[src/rtl/wb_stage_pkg.sv]
// Shared definitions for the writeback stage: widths, load-size encodings,
// the stage-register packet and the load lane extraction helper.
package wb_stage_pkg;

  localparam int D_SIZE   = 32;
  localparam int REG_NUM  = 32;
  localparam int REG_ADDR = 5;

  // Load size encodings; the reserved code behaves like a full word.
  typedef enum logic [1:0] {
    LS_BYTE = 2'b00,
    LS_HALF = 2'b01,
    LS_WORD = 2'b10,
    LS_RSVD = 2'b11
  } load_size_e;

  // Contents of the stage register: one pending writeback.
  typedef struct packed {
    logic                valid;
    logic                we;
    logic [REG_ADDR-1:0] rd;
    logic [D_SIZE-1:0]   data;
  } wb_pkt_t;

  // Pick the addressed byte/half out of the loaded word and extend it.
  // Halves use only lane[1]; an odd lane is not trapped, it simply maps to
  // the half that contains it.
  function automatic logic [D_SIZE-1:0] load_extract(
    input logic [D_SIZE-1:0] rdata,
    input logic [1:0]        lane,
    input logic [1:0]        size,
    input logic              uns
  );
    logic [7:0]        byte_v;
    logic [15:0]       half_v;
    logic [D_SIZE-1:0] res;
    case (lane)
      2'd0:    byte_v = rdata[7:0];
      2'd1:    byte_v = rdata[15:8];
      2'd2:    byte_v = rdata[23:16];
      default: byte_v = rdata[31:24];
    endcase
    half_v = lane[1] ? rdata[31:16] : rdata[15:0];
    case (load_size_e'(size))
      LS_BYTE: res = {{(D_SIZE-8){~uns & byte_v[7]}}, byte_v};
      LS_HALF: res = {{(D_SIZE-16){~uns & half_v[15]}}, half_v};
      default: res = rdata;
    endcase
    return res;
  endfunction

endpackage

[src/rtl/wb_stage_if.sv]
// Bundle of the mem-stage inputs, decode read ports, forwarding tap and
// retire counter of the writeback stage.
//
// Handshake: there is no backpressure towards the mem stage. valid_in
// qualifies the instruction fields in the cycle it is high; stall_in from
// the hazard unit freezes the stage register, the register file write and
// the retire counter for that cycle; the instruction presented while stall_in
// is high is not taken.
interface wb_stage_if;
  import wb_stage_pkg::*;

  logic                valid_in;
  logic                stall_in;
  logic                wb_en_in;
  logic                mem_to_reg_in;
  logic [1:0]          load_size_in;
  logic                load_unsigned_in;
  logic [REG_ADDR-1:0] rd_in;
  logic [D_SIZE-1:0]   read_data_in;
  logic [31:0]         alu_out_in;
  logic [31:0]         alu_add_in;
  logic [REG_ADDR-1:0] rs1_addr;
  logic [REG_ADDR-1:0] rs2_addr;
  logic [D_SIZE-1:0]   rs1_data;
  logic [D_SIZE-1:0]   rs2_data;
  logic                fwd_valid;
  logic [REG_ADDR-1:0] fwd_rd;
  logic [D_SIZE-1:0]   fwd_data;
  logic [31:0]         retired;

  // Writeback stage side.
  modport slave (
    input  valid_in, stall_in, wb_en_in, mem_to_reg_in, load_size_in,
           load_unsigned_in, rd_in, read_data_in, alu_out_in, alu_add_in,
           rs1_addr, rs2_addr,
    output rs1_data, rs2_data, fwd_valid, fwd_rd, fwd_data, retired
  );

  // Mem stage / decode / hazard unit side.
  modport master (
    output valid_in, stall_in, wb_en_in, mem_to_reg_in, load_size_in,
           load_unsigned_in, rd_in, read_data_in, alu_out_in, alu_add_in,
           rs1_addr, rs2_addr,
    input  rs1_data, rs2_data, fwd_valid, fwd_rd, fwd_data, retired
  );

endinterface

[src/rtl/wb_stage_regfile.sv]
// Architectural register file: one write port, two combinational read
// ports, x0 reads as zero and is never written, asynchronous clear.
module wb_stage_regfile
  import wb_stage_pkg::*;
(
  input  logic                clk,
  input  logic                reset,
  input  logic                we_i,
  input  logic [REG_ADDR-1:0] waddr_i,
  input  logic [D_SIZE-1:0]   wdata_i,
  input  logic [REG_ADDR-1:0] raddr1_i,
  input  logic [REG_ADDR-1:0] raddr2_i,
  output logic [D_SIZE-1:0]   rdata1_o,
  output logic [D_SIZE-1:0]   rdata2_o
);

  logic [D_SIZE-1:0] mem_q [REG_NUM];

  // Storage: cleared on reset, written when enabled for a non-zero index.
  always_ff @(posedge clk or negedge reset) begin
    if (!reset) begin
      for (int i = 0; i < REG_NUM; i++) begin
        mem_q[i] <= '0;
      end
    end else if (we_i && (waddr_i != '0)) begin
      mem_q[waddr_i] <= wdata_i;
    end
  end

  // Read ports: x0 is forced to zero independent of storage contents.
  always_comb begin
    rdata1_o = '0;
    rdata2_o = '0;
    if (raddr1_i != '0) rdata1_o = mem_q[raddr1_i];
    if (raddr2_i != '0) rdata2_o = mem_q[raddr2_i];
  end

endmodule

[src/rtl/wb_stage.sv]
// Writeback stage: registers the mem-stage result, selects and extends the
// writeback value, writes the register file one edge later, bypasses the
// pending write onto the decode read ports and counts retired instructions.
module wb_stage
  import wb_stage_pkg::*;
(
  input  logic     clk,
  input  logic     reset,
  wb_stage_if.slave bus
);

  wb_pkt_t           stage_q, stage_d;
  logic [31:0]       retired_q, retired_d;
  logic              retire_en;
  logic              rf_we;
  logic [D_SIZE-1:0] rf_rdata1, rf_rdata2;
  logic [D_SIZE-1:0] sel_value;
  logic              unused_addr_hi;

  // Only the lane bits of the address matter to this stage.
  assign unused_addr_hi = ^bus.alu_add_in[31:2];

  // Writeback value select: ALU result or extracted/extended load data.
  always_comb begin
    sel_value = bus.alu_out_in;
    if (bus.mem_to_reg_in) begin
      sel_value = load_extract(bus.read_data_in, bus.alu_add_in[1:0],
                               bus.load_size_in, bus.load_unsigned_in);
    end
  end

  // Stage register next state: hold under stall, otherwise take the
  // incoming instruction; writes to x0 are never enabled.
  always_comb begin
    stage_d = stage_q;
    if (!bus.stall_in) begin
      stage_d.valid = bus.valid_in;
      stage_d.we    = bus.valid_in & bus.wb_en_in & (bus.rd_in != '0);
      stage_d.rd    = bus.rd_in;
      stage_d.data  = sel_value;
    end
  end

  // Stage register; reset discards any pending write.
  always_ff @(posedge clk or negedge reset) begin
    if (!reset) begin
      stage_q <= '0;
    end else begin
      stage_q <= stage_d;
    end
  end

  // The pending write commits on the same edge that captures the next one.
  assign rf_we     = ~bus.stall_in & stage_q.we;
  assign retire_en = ~bus.stall_in & stage_q.valid;
  assign retired_d = retired_q + 32'd1;

  // Retire counter: one per unstalled edge with a valid instruction, wraps.
  always_ff @(posedge clk or negedge reset) begin
    if (!reset) begin
      retired_q <= '0;
    end else if (retire_en) begin
      retired_q <= retired_d;
    end
  end

  wb_stage_regfile u_regfile (
    .clk      (clk),
    .reset    (reset),
    .we_i     (rf_we),
    .waddr_i  (stage_q.rd),
    .wdata_i  (stage_q.data),
    .raddr1_i (bus.rs1_addr),
    .raddr2_i (bus.rs2_addr),
    .rdata1_o (rf_rdata1),
    .rdata2_o (rf_rdata2)
  );

  // Read ports with bypass of the pending write, so a same-cycle write and
  // read of a register return the new value.
  always_comb begin
    bus.rs1_data = rf_rdata1;
    bus.rs2_data = rf_rdata2;
    if (stage_q.we && (bus.rs1_addr == stage_q.rd)) bus.rs1_data = stage_q.data;
    if (stage_q.we && (bus.rs2_addr == stage_q.rd)) bus.rs2_data = stage_q.data;
  end

  // Forwarding tap and counter outputs.
  always_comb begin
    bus.fwd_valid = stage_q.we;
    bus.fwd_rd    = stage_q.rd;
    bus.fwd_data  = stage_q.data;
    bus.retired   = retired_q;
  end

endmodule

[src/flat_wrapper.sv]
// flat-port wrapper written by rule: the top's interface ports become plain ports
module wb_stage_flat import wb_stage_pkg::*;
  (clk, reset, bus_valid_in, bus_stall_in, bus_wb_en_in, bus_mem_to_reg_in, bus_load_size_in, bus_load_unsigned_in, bus_rd_in, bus_read_data_in, bus_alu_out_in, bus_alu_add_in, bus_rs1_addr, bus_rs2_addr, bus_rs1_data, bus_rs2_data, bus_fwd_valid, bus_fwd_rd, bus_fwd_data, bus_retired);
  wb_stage_if bus_i ();
  input  logic clk;
  input  logic reset;
  input wire logic [$bits(bus_i.valid_in)-1:0] bus_valid_in;
  input wire logic [$bits(bus_i.stall_in)-1:0] bus_stall_in;
  input wire logic [$bits(bus_i.wb_en_in)-1:0] bus_wb_en_in;
  input wire logic [$bits(bus_i.mem_to_reg_in)-1:0] bus_mem_to_reg_in;
  input wire logic [$bits(bus_i.load_size_in)-1:0] bus_load_size_in;
  input wire logic [$bits(bus_i.load_unsigned_in)-1:0] bus_load_unsigned_in;
  input wire logic [$bits(bus_i.rd_in)-1:0] bus_rd_in;
  input wire logic [$bits(bus_i.read_data_in)-1:0] bus_read_data_in;
  input wire logic [$bits(bus_i.alu_out_in)-1:0] bus_alu_out_in;
  input wire logic [$bits(bus_i.alu_add_in)-1:0] bus_alu_add_in;
  input wire logic [$bits(bus_i.rs1_addr)-1:0] bus_rs1_addr;
  input wire logic [$bits(bus_i.rs2_addr)-1:0] bus_rs2_addr;
  output wire logic [$bits(bus_i.rs1_data)-1:0] bus_rs1_data;
  output wire logic [$bits(bus_i.rs2_data)-1:0] bus_rs2_data;
  output wire logic [$bits(bus_i.fwd_valid)-1:0] bus_fwd_valid;
  output wire logic [$bits(bus_i.fwd_rd)-1:0] bus_fwd_rd;
  output wire logic [$bits(bus_i.fwd_data)-1:0] bus_fwd_data;
  output wire logic [$bits(bus_i.retired)-1:0] bus_retired;
  assign bus_i.valid_in = bus_valid_in;
  assign bus_i.stall_in = bus_stall_in;
  assign bus_i.wb_en_in = bus_wb_en_in;
  assign bus_i.mem_to_reg_in = bus_mem_to_reg_in;
  assign bus_i.load_size_in = bus_load_size_in;
  assign bus_i.load_unsigned_in = bus_load_unsigned_in;
  assign bus_i.rd_in = bus_rd_in;
  assign bus_i.read_data_in = bus_read_data_in;
  assign bus_i.alu_out_in = bus_alu_out_in;
  assign bus_i.alu_add_in = bus_alu_add_in;
  assign bus_i.rs1_addr = bus_rs1_addr;
  assign bus_i.rs2_addr = bus_rs2_addr;
  assign bus_rs1_data = bus_i.rs1_data;
  assign bus_rs2_data = bus_i.rs2_data;
  assign bus_fwd_valid = bus_i.fwd_valid;
  assign bus_fwd_rd = bus_i.fwd_rd;
  assign bus_fwd_data = bus_i.fwd_data;
  assign bus_retired = bus_i.retired;
  wb_stage u_core (.clk(clk), .reset(reset), .bus(bus_i));
endmodule
[config.mk]
export PLATFORM = sky130hd
export DESIGN_NAME = wb_stage_flat
export DESIGN_NICKNAME = d
export VERILOG_FILES = /design/src/rtl/wb_stage_pkg.sv /design/src/rtl/wb_stage_if.sv /design/src/rtl/wb_stage_regfile.sv /design/src/rtl/wb_stage.sv /design/src/flat_wrapper.sv
export SDC_FILE = /design/constraint.sdc
export NUM_CORES = 2
export LEC_CHECK = 0
export ABC_CLOCK_PERIOD_IN_PS = 4900
export CAP_MARGIN = 20
export CORE_MARGIN = 3
export CORE_UTILIZATION = 60
export DETAILED_ROUTE_END_ITERATION = 10
export PLACE_DENSITY_LB_ADDON = 0.15
export SETUP_SLACK_MARGIN = 0.02
export SLEW_MARGIN = 20
export SYNTH_ARGS = -nofsm -noshare
export SYNTH_HDL_FRONTEND = slang
export SYNTH_HIERARCHICAL = 1
export SYNTH_SLANG_ARGS = --single-unit
[constraint.sdc]
create_clock -name clk -period 4.9 [get_ports clk]
set_input_delay 0.49 -clock clk [delete_from_list [all_inputs] [get_ports clk]]
set_output_delay 0.49 -clock clk [all_outputs]
set_load 0.1 [all_outputs]
==> results.sh <==
export IMPL_via_per_inst=7.199
export IMPL_timing_rr_start="u_core/bus.fwd_valid"
export IMPL_hold_class="in -> reg"
export IMPL_grt_use_total_pct=37.10
export IMPL_p_sw_w=0.007216
export IMPL_route_vias_total=39960
export IMPL_yosys_warnings=6
export IMPL_ys_flop_type="dfrtp_1"
export IMPL_cts_made_buffers=117
export IMPL_post_route_cells_drive_above_1_share_pct=48.15
export IMPL_hold_violations=0
export IMPL_root_buffer="clkbuf_16"
export IMPL_firstDrtPassIters=5
export IMPL_critPathKind="reg -> out"
export IMPL_utilization_pct=69.25
export IMPL_grt_first_pass_wirelength_mm=278.7
export IMPL_hpwlAfterDp_mm=115.0
export IMPL_setup_viol=0
export IMPL_synth_top_area_share_pct=46.08
export IMPL_clkSinkCount=1095
export IMPL_path_clk_slew_ns=0.06
export IMPL_place_congestion=0.8636
export IMPL_dp_cells=5333
export IMPL_p_clk_share_pct=37.2
export IMPL_cp_end_kind="output port"
export IMPL_port_buffers=223
export IMPL_reg2reg_to="u_core/u_regfile/mem_q[795]"
export IMPL_rsz0062_at_grt="no"
export IMPL_ir_drop_v=0.0003625
export IMPL_worstHoldStart="bus_mem_to_reg_in"
export IMPL_htree_levels=3
export IMPL_ant_nets=0
export IMPL_tritoncts="yes"
export IMPL_die_w_um=320.8
export IMPL_ys_seq_elements=1095
export IMPL_switching_share_pct=29.06
export IMPL_io_pins=254
export IMPL_worstMarginPinSlew_ns=1.167
export IMPL_nNetsFinal=4298
export IMPL_yosys_area_top_type="dfrtp_1"
export IMPL_post_place_ws_ns=1.097
export IMPL_overflow=0
export IMPL_syn_nets=4296
export IMPL_arrival_ns=3.66
export IMPL_cp_startpoint="u_core/bus.fwd_rd[0]"
export IMPL_wl_per_cell_um=34.12
export IMPL_cts_repair_resize_count=0
export IMPL_grt_pass1_vias=41060
export IMPL_num_rows=114
export IMPL_fin_worst_skew_ns=0.03496
export IMPL_yosysSeqAreaShare_pct=46.08
export IMPL_reg2reg_setup_slack_ns=1.48
export IMPL_power_frac_seq_pct=43.2
export IMPL_min_to="u_core/bus.fwd_data[18]"
export IMPL_fin_ws_ns=0.7500
export IMPL_layout_common_cells="mux2_2 (1115), dfrtp_1 (1095), mux4_2 (449), clkdlybuf4s50_1 (146), mux2i_1 (145)"
export IMPL_tns_ns=0
export IMPL_final_common_cell="mux2_2"
export IMPL_fp_dieH_um=320.8
export IMPL_internal_power_w=0.01762
export IMPL_stdcell_count=5551
export IMPL_synth_edf_count=0
export IMPL_status="complete, no violations"
export IMPL_worstSetupStartpointType="flip-flop"
export IMPL_drt_initial_drc_count=4112
export IMPL_avgSynthCellArea_um2=14.24
export IMPL_fp_coreArea_mm2=0.09742
export IMPL_p_leak_nw=30.53
export IMPL_ys_top_cells_by_area="dfrtp_1 (46%), mux2_2 (21%), mux4_2 (17%)"
export IMPL_comb_power_share_pct=19.6
export IMPL_synthArstFlopShare_pct=100.0
export IMPL_slew_limit_headroom_pct=21.93
export IMPL_worstHoldPathCells=3
export IMPL_die_area_mm2=0.1029
export IMPL_fmax_mhz=241.0
export IMPL_synth_cell_types=52
export IMPL_power_density_mw_per_mm2=368.1
export IMPL_worstPathRequired_ns=4.41
export IMPL_clock_path_buffers=3
export IMPL_synth_area_mm2=0.05946
export IMPL_min_period_over_period_pct=84.69
export IMPL_grt_max_degree=143
export IMPL_slew_violations=0
export IMPL_max_cap_violations=0
export IMPL_area_growth_pct=13.45
export IMPL_drt_drc_violations_left=0
export IMPL_cts_setup_buffers=0
export IMPL_start_util_pct=61.04
export IMPL_critPathMaxFanout=21
export IMPL_syn_inst=4175
export IMPL_antenna_found_initial=3
export IMPL_worstRegToRegCells=6
export IMPL_post_route_min_period_ns=4.150
export IMPL_wl_mm=189.4
export IMPL_clock_latency_ns=0.73
[what timing repair did]
item / 4_1_cts / 5_1_grt
endpoints found under the hold margin: 71 / 0
hold buffers: 1 / 0
endpoints found under the setup margin: 0 / 0
[through the flow]
| step | cell area (um^2) | hold slack, ns | total power, W |
|---|---|---|---|
| after floorplan | 59460 | 0.1944 | 0.01404 |
| after CTS | 67450 | 0.2517 | 0.02488 |
| after detailed placement | 63390 | 0.3823 | 0.01568 |
| after global routing | 67460 | 0.3364 | 0.02568 |
| after global placement | 63390 | 0.3763 | 0.01553 |
| final | 67460 | 0.2940 | 0.02483 |
[worst max path at each step]
| stage | depth (start not counted) | endpoint | slack (ns) |
|---|---|---|---|
| finish | 6 | bus_rs2_data[8] | 0.75 |
| global route | 6 | bus_rs1_data[9] | 0.74 |
| floorplan | 7 | bus_rs2_data[3] | 1.85 |
| CTS | 6 | bus_rs2_data[8] | 0.78 |
| global placement | 8 | bus_rs2_data[8] | 1.09 |
| detailed placement | 8 | bus_rs2_data[29] | 1.10 |
[routing by layer]
metal  vias up  wire (um)  global-route usage (%)
met3       598      19590                   9.564
met5         -         11                       0
li1      15980          -                       -
met1     21160      72470                   50.12
met2      2222      85410                   56.20
met4         2      11930                   19.13
[final cells by class]
class	count	area, um^2
fillers	6711	29960
inverters	10	40.04
clock inverters	37	465.4
multi-input cells	2562	29830
repair buffers	391	4537
diodes	3	7.507
clock buffers	177	3586
flip-flops and latches	1095	27400
well taps	1276	1597
[registers in the layout, indices dropped and copies added, names as in the netlist]
signal	count
u_core/bus.fwd_valid	1
u_core/bus.fwd_data	32
u_core/bus.fwd_rd	5
u_core/stage_q	1
u_core/bus.retired	32
u_core/u_regfile/mem_q	1024
[cell usage after synthesis (all sizes together), types with 4 or more instances]
cell and number:
a211oi 64, a21oi 47, a221oi 46, a22o 8
a22oi 72, a311oi 64, and3 6, and4 4
buf 259, clkbuf 249, dfrtp 1095, inv 10
mux2 1128, mux2i 145, mux4 449, nand2 109
nand2b 9, nand3 7, nand3b 7, nand4 5
nand4b 4, nor2 56, nor2b 81, nor3 17
nor3b 9, nor4 9, o2111ai 18, o21ai 118
o22ai 6, o31ai 16, or4 5, xnor2 15
xor2 26
[worst max-delay path, stage by stage (launching register included)]
cell	delay, ns
dfrtp_1	0.58
xor2_1	0.25
nor4_1	0.50
and3_2	0.62
buf_12	0.31
mux2_2	0.45
buf_12	0.19
[cells by family (layout without fill, tap and decap cells)]
family / Yosys count / after routing / synth area share, %
other cells: 0 / 3 / 0
buf+inv: 518 / 615 / 4.101
simple gates: 335 / 335 / 2.952
mux: 1722 / 1722 / 40.81
flops: 1095 / 1095 / 46.08
fa+ha+maj: 1 / 1 / 0.02104
compound gates: 463 / 463 / 5.431
xor+xnor: 41 / 41 / 0.6039
[power by group through the flow]
| stage | Combinational, W | Clock, W | Sequential [W] |
|---|---|---|---|
| finish | 0.00487 | 0.00924 | 0.0107 |
| global route | 0.00511 | 0.00972 | 0.0108 |
| CTS | 0.00485 | 0.00933 | 0.0107 |
| detailed placement | 0.00483 | 0 | 0.0109 |
| global placement | 0.00475 | 0 | 0.0108 |
| floorplan | 0.00326 | 0 | 0.0108 |
No activity file was read; power rests on OpenSTA's default activity.
